## config.mk

```make
export PLATFORM = sky130hd
export DESIGN_NAME = spectrum_peak_analyzer
export DESIGN_NICKNAME = d
export VERILOG_FILES = /design/src/rtl/fas_pkg.sv /design/src/rtl/cplx_mag_sq.sv /design/src/rtl/spectrum_peak_analyzer.sv
export SDC_FILE = /design/constraint.sdc
export NUM_CORES = 2
export LEC_CHECK = 0
export BUFFER_PORTS_ARGS = -buffer_cell sky130_fd_sc_hd__buf_2
export CAP_MARGIN = 20
export CORE_MARGIN = 1.5
export CORE_UTILIZATION = 40
export CTS_CLUSTER_DIAMETER = 150
export CTS_CLUSTER_SIZE = 8
export DETAILED_ROUTE_END_ITERATION = 8
export GPL_ROUTABILITY_DRIVEN = 0
export GPL_TIMING_DRIVEN = 0
export PLACE_DENSITY = 0.65
export SLEW_MARGIN = 20
export SYNTH_ARGS = -nofsm -noshare
export SYNTH_HDL_FRONTEND = slang
export SYNTH_SLANG_ARGS = --single-unit
export TNS_END_PERCENT = 100
```

## constraint.sdc

```tcl
create_clock -name clk -period 29.2 [get_ports clk]
set_input_delay 1.46 -clock clk [delete_from_list [all_inputs] [get_ports clk]]
set_output_delay 1.46 -clock clk [all_outputs]
set_load 0.05 [all_outputs]
```

## src/rtl/fas_pkg.sv

```systemverilog
// Shared definitions for the spectrum peak analyzer: FSM states and default geometry.
package fas_pkg;

  localparam int FAS_DW     = 16;
  localparam int FAS_N_BINS = 16;

  typedef enum logic [1:0] {
    ST_IDLE,
    ST_SCAN,
    ST_REPORT
  } fas_state_e;

endpackage

```

## src/rtl/cplx_mag_sq.sv

```systemverilog
// Combinational squared magnitude of one complex bin word {re, im}.
module cplx_mag_sq #(
  parameter int DW = 16
) (
  input  logic [2*DW-1:0] bin,
  output logic [2*DW-1:0] mag
);

  logic signed [2*DW-1:0] re_x;
  logic signed [2*DW-1:0] im_x;
  logic signed [2*DW-1:0] re_sq;
  logic signed [2*DW-1:0] im_sq;

  assign re_x  = {{DW{bin[2*DW-1]}}, bin[2*DW-1:DW]};
  assign im_x  = {{DW{bin[DW-1]}}, bin[DW-1:0]};
  assign re_sq = re_x * re_x;
  assign im_sq = im_x * im_x;

  // Each square is at most 2^(2DW-2), so the unsigned sum cannot wrap.
  assign mag = $unsigned(re_sq) + $unsigned(im_sq);

endmodule

```

## src/rtl/spectrum_peak_analyzer.sv

```systemverilog
// Latches one FFT frame, scans a bin range one bin per cycle and reports the strongest bin.
module spectrum_peak_analyzer
  import fas_pkg::*;
#(
  parameter  int N_BINS = FAS_N_BINS,
  parameter  int DW     = FAS_DW,
  localparam int IW     = $clog2(N_BINS),
  localparam int MAG_W  = 2 * DW
) (
  input  logic                     clk,
  input  logic                     rst,
  input  logic                     in_valid,
  output logic                     in_ready,
  input  logic [N_BINS*2*DW-1:0]   in_d,
  input  logic                     cfg_skip_dc,
  input  logic                     cfg_half,
  input  logic [MAG_W-1:0]         threshold,
  output logic                     done,
  output logic [IW-1:0]            freq,
  output logic [MAG_W-1:0]         peak_mag,
  output logic                     peak_found
);

  fas_state_e state, state_nxt;

  logic [2*DW-1:0]  bank [N_BINS];
  logic             half_q;
  logic [MAG_W-1:0] thr_q;
  logic [IW-1:0]    idx;
  logic [IW-1:0]    scan_end;
  logic [IW-1:0]    max_idx;
  logic [MAG_W-1:0] max_mag;
  logic [MAG_W-1:0] bin_mag;
  logic [IW-1:0]    cand_idx;
  logic [MAG_W-1:0] cand_mag;
  logic             accept;
  logic             last_bin;

  assign in_ready = (state == ST_IDLE);
  assign done     = (state == ST_REPORT);
  assign accept   = in_valid && in_ready;
  assign scan_end = half_q ? IW'(N_BINS / 2 - 1) : IW'(N_BINS - 1);
  assign last_bin = (idx == scan_end);

  cplx_mag_sq #(.DW(DW)) u_mag (
    .bin (bank[idx]),
    .mag (bin_mag)
  );

  // Strict compare keeps the earliest index on ties.
  always_comb begin
    cand_mag = max_mag;
    cand_idx = max_idx;
    if (bin_mag > max_mag) begin
      cand_mag = bin_mag;
      cand_idx = idx;
    end
  end

  always_ff @(posedge clk or negedge rst) begin
    if (!rst) state <= ST_IDLE;
    else      state <= state_nxt;
  end

  always_comb begin
    state_nxt = state;
    case (state)
      ST_IDLE:   if (accept) state_nxt = ST_SCAN;
      ST_SCAN:   if (last_bin) state_nxt = ST_REPORT;
      ST_REPORT: state_nxt = ST_IDLE;
      default:   state_nxt = ST_IDLE;
    endcase
  end

  always_ff @(posedge clk or negedge rst) begin
    if (!rst) begin
      for (int unsigned i = 0; i < N_BINS; i++) bank[i] <= '0;
      half_q     <= 1'b0;
      thr_q      <= '0;
      idx        <= '0;
      max_idx    <= '0;
      max_mag    <= '0;
      freq       <= '0;
      peak_mag   <= '0;
      peak_found <= 1'b0;
    end else begin
      if (accept) begin
        for (int unsigned i = 0; i < N_BINS; i++) bank[i] <= in_d[i*2*DW +: 2*DW];
        half_q  <= cfg_half;
        thr_q   <= threshold;
        idx     <= cfg_skip_dc ? IW'(1) : '0;
        max_idx <= cfg_skip_dc ? IW'(1) : '0;
        max_mag <= '0;
      end else if (state == ST_SCAN) begin
        max_mag <= cand_mag;
        max_idx <= cand_idx;
        if (last_bin) begin
          // Results land on the edge entering REPORT so they are valid while done is high.
          freq       <= cand_idx;
          peak_mag   <= cand_mag;
          peak_found <= (cand_mag > thr_q);
        end else begin
          idx <= idx + 1'b1;
        end
      end
    end
  end

endmodule

```

==> impl_metrics.tcl <==
set metrics [dict create \
    path_common_cell "fa_1" \
    worstMarginPinSlew_ps 1280 \
    critPathArrivalTime_ps 15750 \
    core-area_mm2 0.1159 \
    synth_area_mm2 0.04669 \
    synth_area_leaders "dfrtp_1, fa_1, nand2_1" \
    dp_hpwl_um 141000 \
    skew_ps 87.43 \
    yosys.area.top_type "dfrtp_1" \
    rows 125 \
    cp_slowest_stage_delay_ps 740 \
    die_area_mm2 0.1188 \
    grt_max_degree 92 \
    setup_tns_ps 0 \
    ys.flop_type "dfrtp_1" \
    hold_slack_ps 467.9 \
    routed_wirelength_um 173000 \
    path_max_fanout 10 \
    layout-drive-gt1-share_pct 18.09 \
    cp.buffers_inverters 11 \
    drtIter0Drc 3224 \
    post-route-min-period_ps 15170 \
    ant_nets 0 \
    synthesis.nets 6199 \
    cts_buffer_depth 3 \
    synthArstFlopShare_pct 100.0 \
    vias 37880 \
    die_y_um 344.7 \
    final_area_mm2 0.05419 \
    htreeDepth 3 \
    endpoint "peak_found" \
    ys_types 57 \
    drv_slew 0 \
    path_depth 45 \
    run_status "complete, no violations" \
    startpoint_type "register" \
    synth_top_area_share_pct 33.44 \
    worstHoldPathType "register to register" \
    syn2layout_area_growth_pct 16.07 \
    startpoint "idx[0]" \
    grt_remaining_overflow 0 \
    clock_sinks 624 \
    worst_slack_ps 14030 \
    viasPerCell 5.310 \
    worst_path_max_delay_cell "fa_1" \
    grt_pass1_wl_um 253000 \
    maxCapViolations 0 \
    hold_path_depth 2 \
    track_usage_pct 29.59 \
    nets 6883 \
    io_pins 588 \
    path_class "register to register" \
    grt_pass1_vias 40060 \
    slew_headroom_pct 14.70 \
    synthCells 4914 \
    postCtsResizedCells 0 \
    r2r-end "peak_found" \
    wl_per_cell_um 24.25 \
    fin_crit_sh_pct 51.96 \
    ff2ff_setup_slack_ps 14030 \
    drc 0 \
    rr_worst_depth 45 \
    clk_latency_ps 700 \
    synth_edf_count 0 \
    clk_pin_slew_ps 50 \
    cts_setup_buffers 0 \
    ys_warn_count 0 \
    end_kind "register" \
    fmax_mhz 65.91 \
    port_buffers 587 \
    placed_area_mm2 0.05176 \
    pre_cts_ws_ps 14300 \
    synth_seq_area_share_pct 33.44 \
    cts_hold_buf 0 \
    reg2reg_from "idx[0]" \
    cts-root-buf "clkbuf_16" \
    hold_viol 0 \
    rsz0062_at_grt "no" \
    tritoncts "built" \
    avgSynthCellArea_um2 9.501 \
    crit_family "adder cells" \
    start_util_pct 40.29 \
    die-width_um 344.7 \
    setup_violations 0 \
    cts_buffers 88 \
    required_ps 29780 \
    ys_ff_latch 624 \
    first_pass_iters 6 \
    antenna_found_initial 8 \
]
[cells in the final DEF (no fill, tap or decap), drive strengths merged, types with 24 or more instances in the layout]
cell type,instances
ha,215
buf,658
dfrtp,624
mux4,146
nor2b,24
clkbuf,247
o21ai,75
inv,735
a21o,28
mux2,52
nor2,96
and2,38
fa,521
a21oi,37
nand2,1858
xnor2,48
o31ai,30
[state kept, by name (all words and copies together), names as in the netlist]
signal,cells
max_mag,32
max_idx,4
state,2
idx,4
bank,512
thr_q,32
half_q,1
freq,4
peak_mag,32
peak_found,1
[worst register-to-register path: cells and delay by family (launching register included)]
family | cells | cell delay, ps
fa+ha+maj | 11 | 5260
simple gates | 10 | 2170
compound gates | 9 | 2210
mux | 3 | 1610
xor+xnor | 1 | 290
flops | 1 | 360
buf+inv | 11 | 3130
[Yosys cell counts (all sizes together), types with 38 or more instances]
cell type,n
and2,38
clkbuf,158
nor2,96
mux2,52
xnor2,48
fa,521
dfrtp,624
inv,735
nand2,1858
mux4,146
ha,215
buf,64
o21ai,75
[cell type report]
| type | instances | area, um2 |
|---|---|---|
| multi-input combinational | 3333 | 27410 |
| inverter | 735 | 2759 |
| buffer | 222 | 934.6 |
| clock inverter | 8 | 205.2 |
| sequential | 624 | 15620 |
| timing repair buffer | 594 | 3141 |
| antenna | 4 | 10.01 |
| fill | 11070 | 61700 |
| tap | 1524 | 1907 |
| clock buffer | 89 | 2216 |
[metrics by stage]
stage	cells	utilization, %
3_3_place_gp	7025	44.47
6_report	7133	46.76
3_5_place_dp	7032	44.66
2_1_floorplan	4914	-
5_1_grt	7130	46.76
4_1_cts	7129	46.75
[worst min-delay path by stage]
stage,startpoint,end,slack (ps)
after floorplan,bank[160],bank[160],440
after global placement,bank[299],bank[299],450
after detailed placement,bank[407],bank[407],460
after CTS,bank[60],bank[60],470
after global routing,bank[291],bank[291],490
final,bank[371],bank[371],470
[cells by family (layout without fill, tap and decap cells)]
| kind of cell | Yosys count | after routing | share of synthesized area, % |
|---|---|---|---|
| buf+inv | 957 | 1648 | 7.873 |
| compound gates | 229 | 229 | 3.237 |
| xor+xnor | 64 | 64 | 1.201 |
| flops | 624 | 624 | 33.44 |
| fa+ha+maj | 736 | 736 | 28.10 |
| other cells | 0 | 4 | 0 |
| mux | 218 | 218 | 8.742 |
| simple gates | 2086 | 2086 | 17.40 |
[metal layers]
layer | up-vias | global-route usage (%) | wire (um)
li1 | 16400 | - | -
met1 | 19020 | 34.70 | 61310
met2 | 1925 | 47.27 | 80210
met3 | 527 | 7.311 | 16410
met4 | 6 | 21.88 | 15020
met5 | - | 0 | 34
Power is left out: the tool's default activity adds up to more than one toggle a clock period on the data nets, which glitch-free logic cannot reach.
